--- src/rtl/orion_soc_types_pkg.sv ---
// Shared SoC definitions for the memory-mapped UART transmitter: register word
// offsets (addr[3:2]), STATUS bit positions and the transmit FSM state type.
package orion_soc_types;

    localparam logic [1:0] UART_TXDATA_OFF = 2'd0;
    localparam logic [1:0] UART_STATUS_OFF = 2'd1;
    localparam logic [1:0] UART_BAUD_OFF   = 2'd2;
    localparam logic [1:0] UART_CTRL_OFF   = 2'd3;

    localparam int STAT_FULL_BIT  = 0;
    localparam int STAT_EMPTY_BIT = 1;
    localparam int STAT_BUSY_BIT  = 2;
    localparam int STAT_OVF_BIT   = 3;
    localparam int STAT_LEVEL_LSB = 8;

    typedef enum logic [1:0] {
        IDLE,
        START,
        DATA,
        STOP
    } uart_tx_state_e;

endpackage

--- src/rtl/mmio_uart_tx_fifo.sv ---
// Small synchronous FIFO with a combinational head read. Pointers and level are
// cleared by reset; storage is not, since stale entries are never visible.
module sync_fifo #(
    parameter int WIDTH = 8,
    parameter int DEPTH = 8
) (
    input  logic                     clk,
    input  logic                     rst,
    input  logic                     push,
    input  logic                     pop,
    input  logic [WIDTH-1:0]         wdata,
    output logic [WIDTH-1:0]         rdata,
    output logic                     full,
    output logic                     empty,
    output logic [$clog2(DEPTH):0]   level
);

    localparam int AW = $clog2(DEPTH);

    logic [WIDTH-1:0] mem [DEPTH];
    logic [AW-1:0]    wr_ptr;
    logic [AW-1:0]    rd_ptr;
    logic [AW:0]      count;
    logic             do_push;
    logic             do_pop;

    assign full    = (count == (AW+1)'(DEPTH));
    assign empty   = (count == '0);
    assign level   = count;
    assign rdata   = mem[rd_ptr];
    assign do_push = push & ~full;
    assign do_pop  = pop & ~empty;

    always_ff @(posedge clk or posedge rst) begin
        if (rst) begin
            wr_ptr <= '0;
            rd_ptr <= '0;
            count  <= '0;
        end else begin
            if (do_push) wr_ptr <= wr_ptr + 1'b1;
            if (do_pop)  rd_ptr <= rd_ptr + 1'b1;
            case ({do_push, do_pop})
                2'b10:   count <= count + 1'b1;
                2'b01:   count <= count - 1'b1;
                default: count <= count;
            endcase
        end
    end

    always_ff @(posedge clk) begin
        if (do_push) mem[wr_ptr] <= wdata;
    end

endmodule

--- src/rtl/mmio_uart_tx.sv ---
// Memory-mapped 8N1 UART transmitter with TX FIFO, programmable baud divider and
// a "TX drained" level interrupt. One-cycle response to every request, no stall.
module mmio_uart_tx #(
    parameter int ADDRW        = 32,
    parameter int DATAW        = 32,
    parameter int MASKW        = 4,
    parameter int FIFO_DEPTH   = 8,
    parameter int BAUD_DIV_RST = 868
) (
    input  logic             clk_i,
    input  logic             rst_i,
    input  logic [ADDRW-1:0] addr_i,
    input  logic [DATAW-1:0] wdata_i,
    input  logic [MASKW-1:0] mask_i,
    input  logic             we_i,
    input  logic             valid_i,
    output logic [DATAW-1:0] rdata_o,
    output logic             resp_o,
    output logic             tx_o,
    output logic             irq_o
);

    import orion_soc_types::*;

    localparam int LVLW = $clog2(FIFO_DEPTH) + 1;

    // A zero divider would stall the bit counter, so it is stored as 1.
    function automatic logic [15:0] merge_baud(input logic [15:0] cur,
                                               input logic [15:0] wd,
                                               input logic [1:0]  be);
        logic [15:0] v;
        v = cur;
        if (be[0]) v[7:0]  = wd[7:0];
        if (be[1]) v[15:8] = wd[15:8];
        if (v == 16'd0) v = 16'd1;
        return v;
    endfunction

    logic [1:0]       off;
    logic             wr_req;
    logic             wr_txdata;
    logic             wr_status;
    logic             wr_baud;
    logic             wr_ctrl;
    logic             fifo_push;
    logic             fifo_pop;
    logic             fifo_full;
    logic             fifo_empty;
    logic [7:0]       fifo_rdata;
    logic [LVLW-1:0]  fifo_level;
    logic             ovf_set;
    logic             ovf_clr;
    logic [15:0]      baud_div;
    logic             irq_en;
    logic             overflow;
    logic             busy;
    logic [DATAW-1:0] status_word;
    logic [DATAW-1:0] rd_word;
    logic             unused_ok;

    uart_tx_state_e   state;
    logic [15:0]      cnt;
    logic [15:0]      baud_lat;
    logic [2:0]       idx;
    logic [7:0]       shreg;
    logic             line_bit;

    assign unused_ok = ^{addr_i[ADDRW-1:4], addr_i[1:0], wdata_i[DATAW-1:16], mask_i[MASKW-1:2]};

    assign off       = addr_i[3:2];
    assign wr_req    = valid_i & we_i;
    assign wr_txdata = wr_req & (off == UART_TXDATA_OFF) & mask_i[0];
    assign wr_status = wr_req & (off == UART_STATUS_OFF) & mask_i[0];
    assign wr_baud   = wr_req & (off == UART_BAUD_OFF);
    assign wr_ctrl   = wr_req & (off == UART_CTRL_OFF) & mask_i[0];

    // Fullness is judged before the edge, so a same-cycle pop never rescues a push.
    assign fifo_push = wr_txdata & ~fifo_full;
    assign ovf_set   = wr_txdata & fifo_full;
    assign ovf_clr   = wr_status & wdata_i[STAT_OVF_BIT];

    assign busy      = (state != IDLE);
    assign fifo_pop  = ~fifo_empty & ((state == IDLE) | ((state == STOP) & (cnt == 16'd0)));

    sync_fifo #(
        .WIDTH (8),
        .DEPTH (FIFO_DEPTH)
    ) u_fifo (
        .clk   (clk_i),
        .rst   (rst_i),
        .push  (fifo_push),
        .pop   (fifo_pop),
        .wdata (wdata_i[7:0]),
        .rdata (fifo_rdata),
        .full  (fifo_full),
        .empty (fifo_empty),
        .level (fifo_level)
    );

    always_comb begin
        status_word                            = '0;
        status_word[STAT_FULL_BIT]             = fifo_full;
        status_word[STAT_EMPTY_BIT]            = fifo_empty;
        status_word[STAT_BUSY_BIT]             = busy;
        status_word[STAT_OVF_BIT]              = overflow;
        status_word[STAT_LEVEL_LSB +: 8]       = 8'(fifo_level);
    end

    always_comb begin
        rd_word = '0;
        case (off)
            UART_STATUS_OFF: rd_word = status_word;
            UART_BAUD_OFF:   rd_word[15:0] = baud_div;
            UART_CTRL_OFF:   rd_word[0] = irq_en;
            default:         rd_word = '0;
        endcase
    end

    // Bus response stage and control registers.
    always_ff @(posedge clk_i or posedge rst_i) begin
        if (rst_i) begin
            resp_o   <= 1'b0;
            rdata_o  <= '0;
            baud_div <= 16'(BAUD_DIV_RST);
            irq_en   <= 1'b0;
            overflow <= 1'b0;
            irq_o    <= 1'b0;
        end else begin
            resp_o  <= valid_i;
            rdata_o <= (valid_i && !we_i) ? rd_word : '0;
            if (wr_baud) baud_div <= merge_baud(baud_div, wdata_i[15:0], mask_i[1:0]);
            if (wr_ctrl) irq_en <= wdata_i[0];
            if (ovf_set)      overflow <= 1'b1;
            else if (ovf_clr) overflow <= 1'b0;
            irq_o <= irq_en & fifo_empty & ~busy;
        end
    end

    always_comb begin
        case (state)
            START:   line_bit = 1'b0;
            DATA:    line_bit = shreg[0];
            default: line_bit = 1'b1;
        endcase
    end

    // Frame payload: byte and divider captured on pop, byte shifted per data bit.
    always_ff @(posedge clk_i) begin
        if (fifo_pop) begin
            shreg    <= fifo_rdata;
            baud_lat <= baud_div;
        end else if (state == DATA && cnt == 16'd0) begin
            shreg <= {1'b0, shreg[7:1]};
        end
    end

    // Transmit FSM; tx_o is registered from the current state, one cycle behind it.
    always_ff @(posedge clk_i or posedge rst_i) begin
        if (rst_i) begin
            state <= IDLE;
            cnt   <= '0;
            idx   <= '0;
            tx_o  <= 1'b1;
        end else begin
            tx_o <= line_bit;
            case (state)
                IDLE: begin
                    if (!fifo_empty) begin
                        state <= START;
                        cnt   <= baud_div - 16'd1;
                    end
                end
                START: begin
                    if (cnt == 16'd0) begin
                        state <= DATA;
                        cnt   <= baud_lat - 16'd1;
                        idx   <= '0;
                    end else begin
                        cnt <= cnt - 16'd1;
                    end
                end
                DATA: begin
                    if (cnt == 16'd0) begin
                        cnt <= baud_lat - 16'd1;
                        if (idx == 3'd7) state <= STOP;
                        else             idx   <= idx + 3'd1;
                    end else begin
                        cnt <= cnt - 16'd1;
                    end
                end
                STOP: begin
                    if (cnt == 16'd0) begin
                        if (!fifo_empty) begin
                            state <= START;
                            cnt   <= baud_div - 16'd1;
                        end else begin
                            state <= IDLE;
                        end
                    end else begin
                        cnt <= cnt - 16'd1;
                    end
                end
                default: state <= IDLE;
            endcase
        end
    end

endmodule
--- config.mk ---
export PLATFORM = sky130hd
export DESIGN_NAME = mmio_uart_tx
export DESIGN_NICKNAME = d
export VERILOG_FILES = /design/src/rtl/orion_soc_types_pkg.sv /design/src/rtl/mmio_uart_tx_fifo.sv /design/src/rtl/mmio_uart_tx.sv
export SDC_FILE = /design/constraint.sdc
export NUM_CORES = 1
export LEC_CHECK = 0
export BUFFER_PORTS_ARGS = -buffer_cell sky130_fd_sc_hd__clkbuf_2
export CAP_MARGIN = 40
export CORE_MARGIN = 10
export CORE_UTILIZATION = 45
export CTS_BUF_LIST = sky130_fd_sc_hd__clkbuf_8
export DETAILED_ROUTE_END_ITERATION = 8
export PLACE_DENSITY_LB_ADDON = 0.2
export SLEW_MARGIN = 20
export SYNTH_ARGS = -nofsm -noshare
export SYNTH_HDL_FRONTEND = slang
export SYNTH_SLANG_ARGS = --single-unit
--- constraint.sdc ---
create_clock -name clk_i -period 3.74 [get_ports clk_i]
set_input_delay 0.561 -clock clk_i [delete_from_list [all_inputs] [get_ports clk_i]]
set_output_delay 0.561 -clock clk_i [all_outputs]
set_load 0.005 [all_outputs]
# == Yosys cells after proc, flatten, opt, wreduce, memory -nomap -nowiden ==
# Memories as Yosys holds them, arrays and structs flattened.
# Index checks and enable logic that the tools add are counted.
# op_classes
add_sub_neg,8
mul,0
div_mod_pow,0
n_lt_le_gt_ge,0
n_eq_ne,16
n_shift,0
muxes,31
bitwise,21
n_reduce_logical,16
# ops
cell,n
$mux 16,5
$mux 8,6
$pmux 16 s3,1
$sub 16x1->16 const B,3
$logic_not 16->1,2
$pmux 15 s2,1
$and 1x1->1,17
$eq 2x2->1 const B,5
$mux 2,5
$reduce_bool 2->1,5
$add 3x1->3 const B,3
$mux 3,3
$ne 2x2->1 const B,4
$pmux 2 s4,1
$pmux 4 s2,1
$eq 2x1->1 const B,3
$pmux 3 s2,1
$mux 1,5
$reduce_and 5->1,1
$add 4x1->4 const B,1
$eq 4x4->1 const B,1
$logic_not 2->1,2
$logic_not 4->1,1
$ne 2x1->1 const B,2
other kinds (10),13
# word_totals
regBits,92
latch_bits,0
mem_bits_rw,64
rom_bits,0
input_bits,72
out_inout_bits,35
elab_cells,108
mem_count,1
# mem_list
name,words,width,rd,rd_clocked_by_memory_dff,wr,line_no,text
u_fifo.mem,8,8,1,0,1,mmio_uart_tx_fifo.sv:20,logic [WIDTH-1:0] mem [DEPTH];

# == Depth between registers and ports, before layout ==
# Gate-level depths: netlist of the first run.
# logic_depth
word_depth,7
depth_mapped,14
mapped_depth_nobuf,13

# == Hierarchy ==
# A second synthesis of the first run with hierarchy kept.
# hier_totals
hier_cells,624
area_unflattened_um2,8011.4
# by_module_without_submodules
mod,n_inst,cells_per_inst,area_per_inst_um2,seq_area_each_um2
mmio_uart_tx,1,463,4875.9,2179.6
sync_fifo,1,161,3135.5,2172.1

# == Worst setup path before layout of the first run ==
# OpenSTA, ideal clock, no wires.
# synth_path
kind,register -> register
from,register cnt[8]
to,register u_fifo.count[3] (netlist: u_fifo.level[3])
setup_ps,126
arrival_ps,2856
t_required_ps,3614
setup_slack_ps,758
path_stages_with_launch,13
path_buffers,1
period_less_slack_ps,2982
path_cell_list,dfrtp_1 -> nor4_2 -> and4_1 -> a21oi_1 -> nor2_1 -> buf_2 -> ha_1 -> ha_1 -> a21o_1 -> a21oi_1 -> xnor2_1 -> nor2_1 -> xor2_1
# synth_via
elab_chain_len,7
word_cells_on_any_way,9
classes_between,eq/ne: 2; mux: 1; bitwise: 4; reduce/logical: 2
# synth_lines
element,line_no,text
"start, declared",mmio_uart_tx.sv:62,logic [15:0] cnt;
"start signal, assigned",mmio_uart_tx.sv:170,cnt <= baud_div - 16'd1;
"start signal, assigned",mmio_uart_tx.sv:176,cnt <= baud_lat - 16'd1;
"start signal, assigned",mmio_uart_tx.sv:179,cnt <= cnt - 16'd1;
$logic_not 16->1 *,mmio_uart_tx.sv:83,assign fifo_pop = ~fifo_empty & ((state == IDLE) | ((state == STOP) & (cnt == 16'd0)));
$and 1x1->1 *,mmio_uart_tx.sv:83,
$or 1x1->1 *,mmio_uart_tx.sv:83,
$and 1x1->1 *,mmio_uart_tx.sv:83,
$and 1x1->1 *,mmio_uart_tx_fifo.sv:32,assign do_pop = pop & ~empty;
$eq 2x1->1 / $eq 2x2->1 (equally long branches),mmio_uart_tx_fifo.sv:42,"case ({do_push, do_pop})"
$pmux 4 s2 / $reduce_bool 2->1 (equally long branches),n/a,
"end signal, assigned",mmio_uart_tx_fifo.sv:43,2'b10: count <= count + 1'b1;
"end signal, assigned",mmio_uart_tx_fifo.sv:44,2'b01: count <= count - 1'b1;
"end signal, assigned",mmio_uart_tx_fifo.sv:45,default: count <= count;
"end, declared",mmio_uart_tx_fifo.sv:23,logic [AW:0] count;
# Mark *: on every way between the ends. The rest lies on a longest branch, timed or not.
# A chain may end at the register's enable or synchronous reset.

# == Worst setup path in the final report of the first run ==
# layout_path
from,register cnt[11]
to,register u_fifo.count[3] (netlist: u_fifo.level[3])
# The elaborated chain is that of the path after synthesis.

==> flow_summary.ini, run 1 <==
[critical_path]
max_stage_delay_ns = 0.69
r2r_cells = 11
regToRegStartpoint = cnt[11]$_DFF_PP0_
worstPathRequired_ns = 4.09
r2r_end = u_fifo.level[3]$_DFFE_PP0P_
worstSetupPathType = flop to flop
critPathLaunch = cnt[11]$_DFF_PP0_
crit_end = u_fifo.level[3]$_DFFE_PP0P_
cp_slowest_cell = nor4_1
cp_num_buf_inv = 0
cp_top_family = simple AND/OR/NAND/NOR gates
critPathCaptureType = flop
crit_cells = 11
r2r_slack_ns = 0.51
worst_setup_path_start_kind = flop
path_cells = nor4_1 -> and4_1 -> a21oi_1 -> nor2_2 -> ha_1 -> ha_1 -> a21o_1 -> a21oi_1 -> xnor2_1 -> nor2_1 -> xor2_1
arrival_ns = 3.58
path_max_fanout = 5

[sta]
relSlewSlack = 0.448
setup_tns_ns = 0
rsz0062_at_grt = false
hold_viol = 0
min_period_ns = 3.23
clock_skew_ns = 0.0185
tightest_slew_ns = 0.820
max_freq_ghz = 0.310
drv_slew = 0
period_share = 0.864
setup_viol = 0

[clocking]
cts_tree = done
clk_pin_slew_ns = 0.10
postCtsSetupRepairBufs = 0
clockRootBuffer = clkbuf_8
cts_made_buffers = 17
cts_buffer_depth = 2
clock_sinks = 156
htree_num_levels = 4
clkLatencyLatePin_ns = 0.47
cts_resized = 0
cts_hold_buffers = 0

[synthesis]
synthArstFlopShare = 0.436
avgSynthCellArea_um2 = 12.5
synthFlopType = edfxtp_1
synth_top_area_cell = edfxtp_1
yosysUniqueCellTypes = 63
syn-cell-area_um2 = 7830
synth_top_area_frac = 0.338
ys_seq_area_frac = 0.556
synth_warnings = 0
synthTopCellsByArea = edfxtp_1, dfrtp_1, mux2_2
synth_edf_count = 88
ys_ff_latch = 156
synthCells = 624

[die]
num_rows = 48
die_width_um = 152
core_um2 = 17200
io_pins = 107
initial_core_util = 0.456
die_y_um = 152
dieArea_um2 = 23100

[layout]
drive_gt1_frac = 0.229
diodes = 0
area_growth_pct = 11.3
final_nets = 766
post-route-cell-area_um2 = 8710

[route]
firstDrtPassIters = 5
drt_wl_total_um = 17700
drc = 0
vias_per_cell = 5.70
routedWlPerCell_um = 19.4
drt_iter0_drc = 410
vias = 5191
drtAntennaViolNets = 0

[global_routing]
grtUsageMet2 = 0.245
grtUsageMet3 = 0.0390
use_met1 = 0.196
grt_pass1_vias = 5279
grt_usage = 0.153
grt_max_degree = 27
grt-busiest-layer = met2
grt_antenna_before_repair = 0
grt_first_pass_wirelength_um = 28800
grt-ovfl-total = 0

[status]
status = complete, no violations

[placed_design]
place_area_um2 = 8270
portBuffers = 42
dp_hpwl_um = 12800
gp_congestion = 0.865

[power_and_ir_drop]
ir_drop_v = 0.000332
p_leak_nw = 3.42
power_density_nw_per_um2 = 714

[flow_run]
cap_violations = 0

[min_path]
hp-class = primary input to asynchronous set/reset pin
Yosys cell counts, types with 13 or more instances:
master,instances
nand2_1,30
nor2_1,37
nor3_1,19
buf_4,17
xnor2_1,21
dfrtp_1,62
xor2_1,19
clkbuf_1,22
ha_1,21
mux2_2,32
nor4_1,13
mux4_2,16
o21ai_0,14
inv_1,21
edfxtp_1,88
a21oi_1,17
per-stage QoR:
stage               setup WS (ns)  hold WS, ns  std cells  utilization  power, W
floorplan                   0.758        0.420        639            -   0.00430
global placement            0.674        0.473        877        0.481   0.00485
detailed placement          0.562        0.479        877        0.481   0.00494
CTS                         0.542       0.0626        909        0.506   0.00623
global route                0.350       0.0803        910        0.507   0.00661
finish                      0.509       0.0709        910        0.507   0.00622
sequential cells by signal (all words and copies together), names as in the netlist:
| register | count |
|---|---|
| baud_div | 16 |
| state | 2 |
| u_fifo.level | 4 |
| tx_o | 1 |
| irq_en | 1 |
| resp_o | 1 |
| u_fifo.rd_ptr | 3 |
| u_fifo.mem | 64 |
| u_fifo.wr_ptr | 3 |
| rdata_o | 16 |
| idx | 3 |
| baud_lat | 16 |
| overflow | 1 |
| cnt | 16 |
| shreg | 8 |
| irq_o | 1 |
cell families after synthesis:
logic type	after synthesis	synth area share
mux	56	0.102
simple gates	176	0.123
compound gates	105	0.0951
buf+inv	68	0.0419
fa+ha+maj	22	0.0361
flops	156	0.556
other cells	1	0.000479
xor+xnor	40	0.0448
worst reg2reg max path: stages, from the launching register on:
cell,delay (ns)
dfrtp_1,0.45
nor4_1,0.69
and4_1,0.37
a21oi_1,0.20
nor2_2,0.22
ha_1,0.24
ha_1,0.25
a21o_1,0.18
a21oi_1,0.18
xnor2_1,0.14
nor2_1,0.07
xor2_1,0.14
placed cells by master (no fill, tap or decap), drive strengths merged, types with 6 or more instances in the layout:
| master | synthesis | layout |
|---|---|---|
| o21ai | 15 | 15 |
| inv | 21 | 26 |
| a22oi | 11 | 11 |
| or4 | 7 | 7 |
| mux2i | 8 | 8 |
| mux2 | 32 | 32 |
| dfrtp | 62 | 62 |
| edfxtp | 88 | 88 |
| nand4 | 9 | 9 |
| o22ai | 10 | 10 |
| nor3 | 19 | 19 |
| clkinv | 0 | 9 |
| buf | 25 | 19 |
| nor4 | 16 | 16 |
| xnor2 | 21 | 21 |
| ha | 21 | 21 |
| and2 | 9 | 9 |
| xor2 | 19 | 19 |
| nor3b | 7 | 7 |
| conb | 1 | 16 |
| a21oi | 17 | 17 |
| mux4 | 16 | 16 |
| nand3 | 11 | 11 |
| nor2b | 6 | 6 |
| nor2 | 37 | 37 |
| a22o | 10 | 10 |
| dfstp | 6 | 6 |
| clkbuf | 22 | 59 |
| nand2 | 30 | 30 |
how the worst min path moves through the flow:
stage,startpoint,end,slack (ns),depth (start not counted)
2_1_floorplan,baud_div[0]$_DFFE_PP0P_,baud_lat[0]$_DFFE_PN_,0.42,0
3_3_place_gp,overflow$_DFFE_PP0P_,overflow$_DFFE_PP0P_,0.47,2
3_5_place_dp,shreg[0]$_DFFE_PP_,tx_o$_DFF_PP1_,0.48,2
4_1_cts,rst_i,u_fifo.level[3]$_DFFE_PP0P_,0.06,2
5_1_grt,rst_i,rdata_o[3]$_DFF_PP0_,0.08,2
6_report,rst_i,u_fifo.wr_ptr[2]$_DFFE_PP0P_,0.07,2
final cells by class:
type	instances	area, um^2
clock buffers	17	234
clock inverters	15	193
fillers	1552	8460
inverters	21	78.8
multi-input cells	415	3210
flip-flops and latches	156	4350
well taps	225	282
repair buffers	61	360
per-layer routing:
| layer | share of wire | up-vias | wire length, um |
|---|---|---|---|
| met4 | 0.020 | 0 | 352 |
| met1 | 0.44 | 2603 | 7820 |
| met3 | 0.051 | 30 | 900 |
| met5 | 0 | - | 0 |
| met2 | 0.49 | 145 | 8610 |
| li1 | - | 2413 | - |
power by group:
part           internal (W)  total [W]  switching [W]
clock network      0.000516    0.00128       0.000761
registers           0.00221    0.00265       0.000433
logic               0.00106    0.00229        0.00124
total               0.00378    0.00622        0.00243
(Power assumes the default switching activity.)
==> inputs of run 2 (changes only) <==
ABC_AREA = 1   (was default)
==> flow_summary.ini, run 2 <==
[route]
drt_iter0_drc = 506
vias_per_cell = 5.17
vias = 5927
firstDrtPassIters = 5
drt_wl_total_um = 18500
routedWlPerCell_um = 16.1
drc = 0
drtAntennaViolNets = 0

[synthesis]
synthCells = 863
synthArstFlopShare = 0.436
synthTopCellsByArea = edfxtp_1, dfrtp_1, nand2_1
synth_edf_count = 88
ys_seq_area_frac = 0.540
synth_warnings = 0
synth_top_area_frac = 0.328
synthFlopType = edfxtp_1
synth_most_common_cell = nand2_1
synth_top_area_cell = edfxtp_1
avgSynthCellArea_um2 = 9.34
yosys-top-cells-count = nand2_1, nor2_1, edfxtp_1, inv_1, o21ai_0
ys_ff_latch = 156
syn-cell-area_um2 = 8060
yosysUniqueCellTypes = 45

[critical_path]
regToRegStartpoint = cnt[0]$_DFF_PP0_
cp_slowest_cell = dfrtp_1
r2r_slack_ns = 0.81
worst_setup_path_start_kind = flop
worstSetupPathType = flop to flop
cpMostUsedCell = inv_1
r2r_end = shreg[6]$_DFFE_PP_
path_cells = inv_1 -> ha_1 -> inv_1 -> nor2_1 -> nand4_2 -> nor2_8 -> nand2_4 -> a21oi_4 -> buf_4 -> inv_2 -> o21ai_0 -> buf_2
arrival_ns = 3.11
critPathLaunch = cnt[0]$_DFF_PP0_
r2r_cells = 12
max_stage_delay_ns = 0.39
path_max_fanout = 28
critPathCaptureType = flop
worstPathRequired_ns = 3.91

[layout]
final_util = 0.511
largest_reg_flops = 64
final_cell_mix = nand2_1, nor2_1, edfxtp_1
area_growth_pct = 10.3
max_flop_register = u_fifo.mem
layout_commonest_cell = nand2_1
drive_gt1_frac = 0.134
layout.cells.non_filler = 1147
final_nets = 1003
diodes = 0

[sta]
max_freq_ghz = 0.341
tightest_slew_ns = 0.777
clock_skew_ns = 0.0182
setup_tns_ns = 0
drv_slew = 0
hold_viol = 0
relSlewSlack = 0.480
setup_viol = 0
rsz0062_at_grt = false
min_period_ns = 2.93
period_share = 0.785

[flow_run]
cap_violations = 0

[clocking]
htree_num_levels = 4
cts_resized = 0
cts_buffer_depth = 2
cts_tree = done
postCtsSetupRepairBufs = 0
cts_made_buffers = 17
clk_pin_slew_ns = 0.10
clockRootBuffer = clkbuf_8
clkLatencyLatePin_ns = 0.47
cts_hold_buffers = 0
clock_sinks = 156

[power_and_ir_drop]
sw_frac_of_total = 0.423
p_switching_w = 0.00273
ir_drop_v = 0.000382
pwr-share-seq = 0.401
p_comb_frac = 0.382
p_leak_nw = 3.84
power_density_nw_per_um2 = 727
clock_power_share = 0.218
intPower_w = 0.00373

[placed_design]
dp_hpwl_um = 13400
portBuffers = 42
gp_congestion = 0.906
placedCellCount = 1114

[die]
num_rows = 48
die_y_um = 154
io_pins = 107
dieArea_um2 = 23700
initial_core_util = 0.463
die_width_um = 154
core_um2 = 17400

[global_routing]
grt_pass1_vias = 5596
grt_usage = 0.156
grt-ovfl-total = 0
grt_first_pass_wirelength_um = 29800
grt_max_degree = 35
grt_antenna_before_repair = 0

[min_path]
hp-class = primary input to asynchronous set/reset pin

[status]
status = complete, no violations
run 2: layout make-up:
type	count	area, um^2
tap	225	282
fill	1618	8520
clock inverter	15	220
sequential	156	4350
timing repair buffer	52	283
inverter	85	319
clock buffer	17	234
multi-input combinational	597	3200
run 2: kinds of logic after synthesis:
kind of cell,after synthesis,share of synthesized area
buf+inv,125,0.0696
fa+ha+maj,22,0.0351
xor+xnor,27,0.0293
simple gates,375,0.204
flops,156,0.540
compound gates,143,0.104
other cells,1,0.000465
mux,14,0.0174
run 2: layer usage:
layer  global-route usage  wire [um]  vias up
met3               0.0349       1110       11
met5                    0          0        -
li1                     -          -     2973
met1                0.218       8700     2783
met2                0.239       8510      160
met4               0.0391        159        0
run 2: worst max path at each step:
stage                                  end  cells past startpoint
6_report                shreg[6]$_DFFE_PP_                     12
3_3_place_gp            shreg[4]$_DFFE_PP_                     11
4_1_cts                 shreg[6]$_DFFE_PP_                     12
3_5_place_dp            shreg[4]$_DFFE_PP_                     12
2_1_floorplan  u_fifo.level[3]$_DFFE_PP0P_                     18
5_1_grt                 shreg[6]$_DFFE_PP_                     12
run 2: per-stage QoR:
| stage | setup slack, ns | power, W | hold slack (ns) | area, um^2 |
|---|---|---|---|---|
| 5_1_grt | 0.581 | 0.00696 | 0.219 | 8890 |
| 2_1_floorplan | 0.978 | 0.00448 | 0.429 | 8120 |
| 3_5_place_dp | 0.800 | 0.00508 | 0.478 | 8430 |
| 4_1_cts | 0.774 | 0.00649 | 0.178 | 8880 |
| 3_3_place_gp | 0.878 | 0.00505 | 0.473 | 8430 |
| 6_report | 0.806 | 0.00647 | 0.166 | 8890 |
run 2: power groups by stage:
stage	Sequential (W)	Clock, W	Combinational (W)
2_1_floorplan	0.00250	0	0.00198
5_1_grt	0.00264	0.00151	0.00281
3_5_place_dp	0.00262	0	0.00246
3_3_place_gp	0.00262	0	0.00242
6_report	0.00259	0.00141	0.00247
4_1_cts	0.00259	0.00143	0.00247
run 2: critical path, delay by kind of cell (launching register included):
family | cells | cell delay (ns)
compound gates | 2 | 0.44
buf+inv | 5 | 0.98
fa+ha+maj | 1 | 0.27
simple gates | 4 | 0.56
flops | 1 | 0.39
==> inputs of run 3 (changes only) <==
clock period = 2.95 ns   (was 3.74 ns; I/O delays follow)
==> flow_summary.ini, run 3 (synthesis gave the netlist of run 2 again) <==
[sta]
setup_viol = 0
relSlewSlack = 0.630
max_freq_ghz = 0.373
min_period_ns = 2.68
hold_viol = 0
clock_skew_ns = 0.0250
tightest_slew_ns = 0.551
drv_slew = 0
period_share = 0.910

[layout]
final_nets = 1015
largest_reg_flops = 64
final_cell_mix = nand2_1, nor2_1, edfxtp_1
layout.cells.non_filler = 1159
final_util = 0.515
max_flop_register = u_fifo.mem
area_growth_pct = 11.4
drive_gt1_frac = 0.148
layout_commonest_cell = nand2_1
post-route-cell-area_um2 = 8980
diodes = 0
fill_cells = 1637

[clocking]
clkLatencyLatePin_ns = 0.46
cts_buffer_depth = 2
cts_made_buffers = 17
clk_pin_slew_ns = 0.10
clockRootBuffer = clkbuf_8
clock_sinks = 156
cts_tree = done
htree_num_levels = 4

[global_routing]
grt_pass1_vias = 5794
grt_max_degree = 49
grt_first_pass_wirelength_um = 30700
grt-ovfl-total = 0
grt_usage = 0.158
grt_antenna_before_repair = 0

[route]
firstDrtPassIters = 5
drtAntennaViolNets = 0
vias = 6021
drt_iter0_drc = 420
routedWlPerCell_um = 16.2
vias_per_cell = 5.19
drc = 0
drt_wl_total_um = 18800

[power_and_ir_drop]
clock_power_share = 0.200
sw_frac_of_total = 0.432
ir_drop_v = 0.000494
p_leak_nw = 3.89
pwr-share-seq = 0.402
intPower_w = 0.00463
p_comb_frac = 0.399
power_density_nw_per_um2 = 908
p_switching_w = 0.00352

[critical_path]
arrival_ns = 3.03
critPathLaunch = cnt[1]$_DFF_PP0_
crit_end = u_fifo.level[3]$_DFFE_PP0P_
critPathCaptureType = flop
r2r_cells = 17
worstSetupPathType = flop to flop
worstPathRequired_ns = 3.30
worst_setup_path_start_kind = flop
r2r_end = u_fifo.level[3]$_DFFE_PP0P_
r2r_slack_ns = 0.27
path_max_fanout = 4
regToRegStartpoint = cnt[1]$_DFF_PP0_

[placed_design]
portBuffers = 42
dp_hpwl_um = 13700
gp_congestion = 0.932
place_area_um2 = 8520
placedCellCount = 1124

[flow_run]
cap_violations = 0

[min_path]
whs_path_depth = 1
hp-class = primary input to flop

[status]
status = complete, no violations

[die]
io_pins = 107
dieArea_um2 = 23700
die_width_um = 154
die_y_um = 154
core_um2 = 17400
initial_core_util = 0.463
num_rows = 48
## run 3: per-stage QoR
step / TNS (ns) / worst slack [ns] / hold WS [ns] / total power (W)
2_1_floorplan: 0 / 0.188 / 0.429 / 0.00568
3_3_place_gp: 0 / 0.238 / 0.474 / 0.00646
3_5_place_dp: 0 / 0.174 / 0.473 / 0.00652
4_1_cts: 0 / 0.156 / 0.0918 / 0.00816
5_1_grt: -0.00822 / -0.00822 / 0.108 / 0.00879
6_report: 0 / 0.266 / 0.120 / 0.00815
## run 3: final cells by class
cell class	instances	area, um^2	area share
Clock buffer	17	234	0.0261
Clock inverter	15	186	0.0208
Inverter	85	319	0.0355
Multi-Input combinational cell	597	3210	0.358
Sequential cell	156	4350	0.485
Tap cell	225	282	0.0314
Timing Repair Buffer	64	390	0.0435
## run 3: critical path, cell delays in order (launching register included)
cell and delay [ns]:
dfrtp_1 0.41, inv_1 0.09, ha_2 0.21, inv_1 0.05, nor2_1 0.11, nand4_2 0.15
nor2_8 0.18, nand2_4 0.09, a21oi_4 0.14, ha_2 0.22, ha_1 0.27, nand2_1 0.08
nor2_1 0.05, a211oi_2 0.20, nor2_1 0.07, nor2_1 0.08, nand2_1 0.06, xor2_1 0.14
## run 3: power groups by stage
| stage | sequential [W] | combinational [W] | clock [W] |
|---|---|---|---|
| floorplan | 0.00317 | 0.00251 | 0 |
| global placement | 0.00330 | 0.00316 | 0 |
| detailed placement | 0.00331 | 0.00321 | 0 |
| CTS | 0.00327 | 0.00322 | 0.00167 |
| global route | 0.00334 | 0.00370 | 0.00175 |
| finish | 0.00327 | 0.00325 | 0.00163 |
## run 3: worst min path at each step
stage	startpoint	end	slack [ns]
after floorplan	shreg[0]$_DFFE_PP_	tx_o$_DFF_PP1_	0.43
after global placement	shreg[0]$_DFFE_PP_	tx_o$_DFF_PP1_	0.47
after detailed placement	shreg[0]$_DFFE_PP_	tx_o$_DFF_PP1_	0.47
after CTS	valid_i	resp_o$_DFF_PP0_	0.09
after global routing	valid_i	resp_o$_DFF_PP0_	0.11
final	valid_i	resp_o$_DFF_PP0_	0.12
## run 3: repair_timing
action	in CTS	in global routing
hold buffers	1	0
gates resized for setup	0	3
endpoints found under the hold margin	16	0
setup endpoints to repair	0	1
buffers inserted	0	2
## run 3: metal layers
layer,share of wire,vias up,global-route usage
li1,-,2999,-
met1,0.48,2841,0.223
met2,0.46,161,0.242
met3,0.051,20,0.0340
met4,0.011,0,0.0391
met5,0,-,0
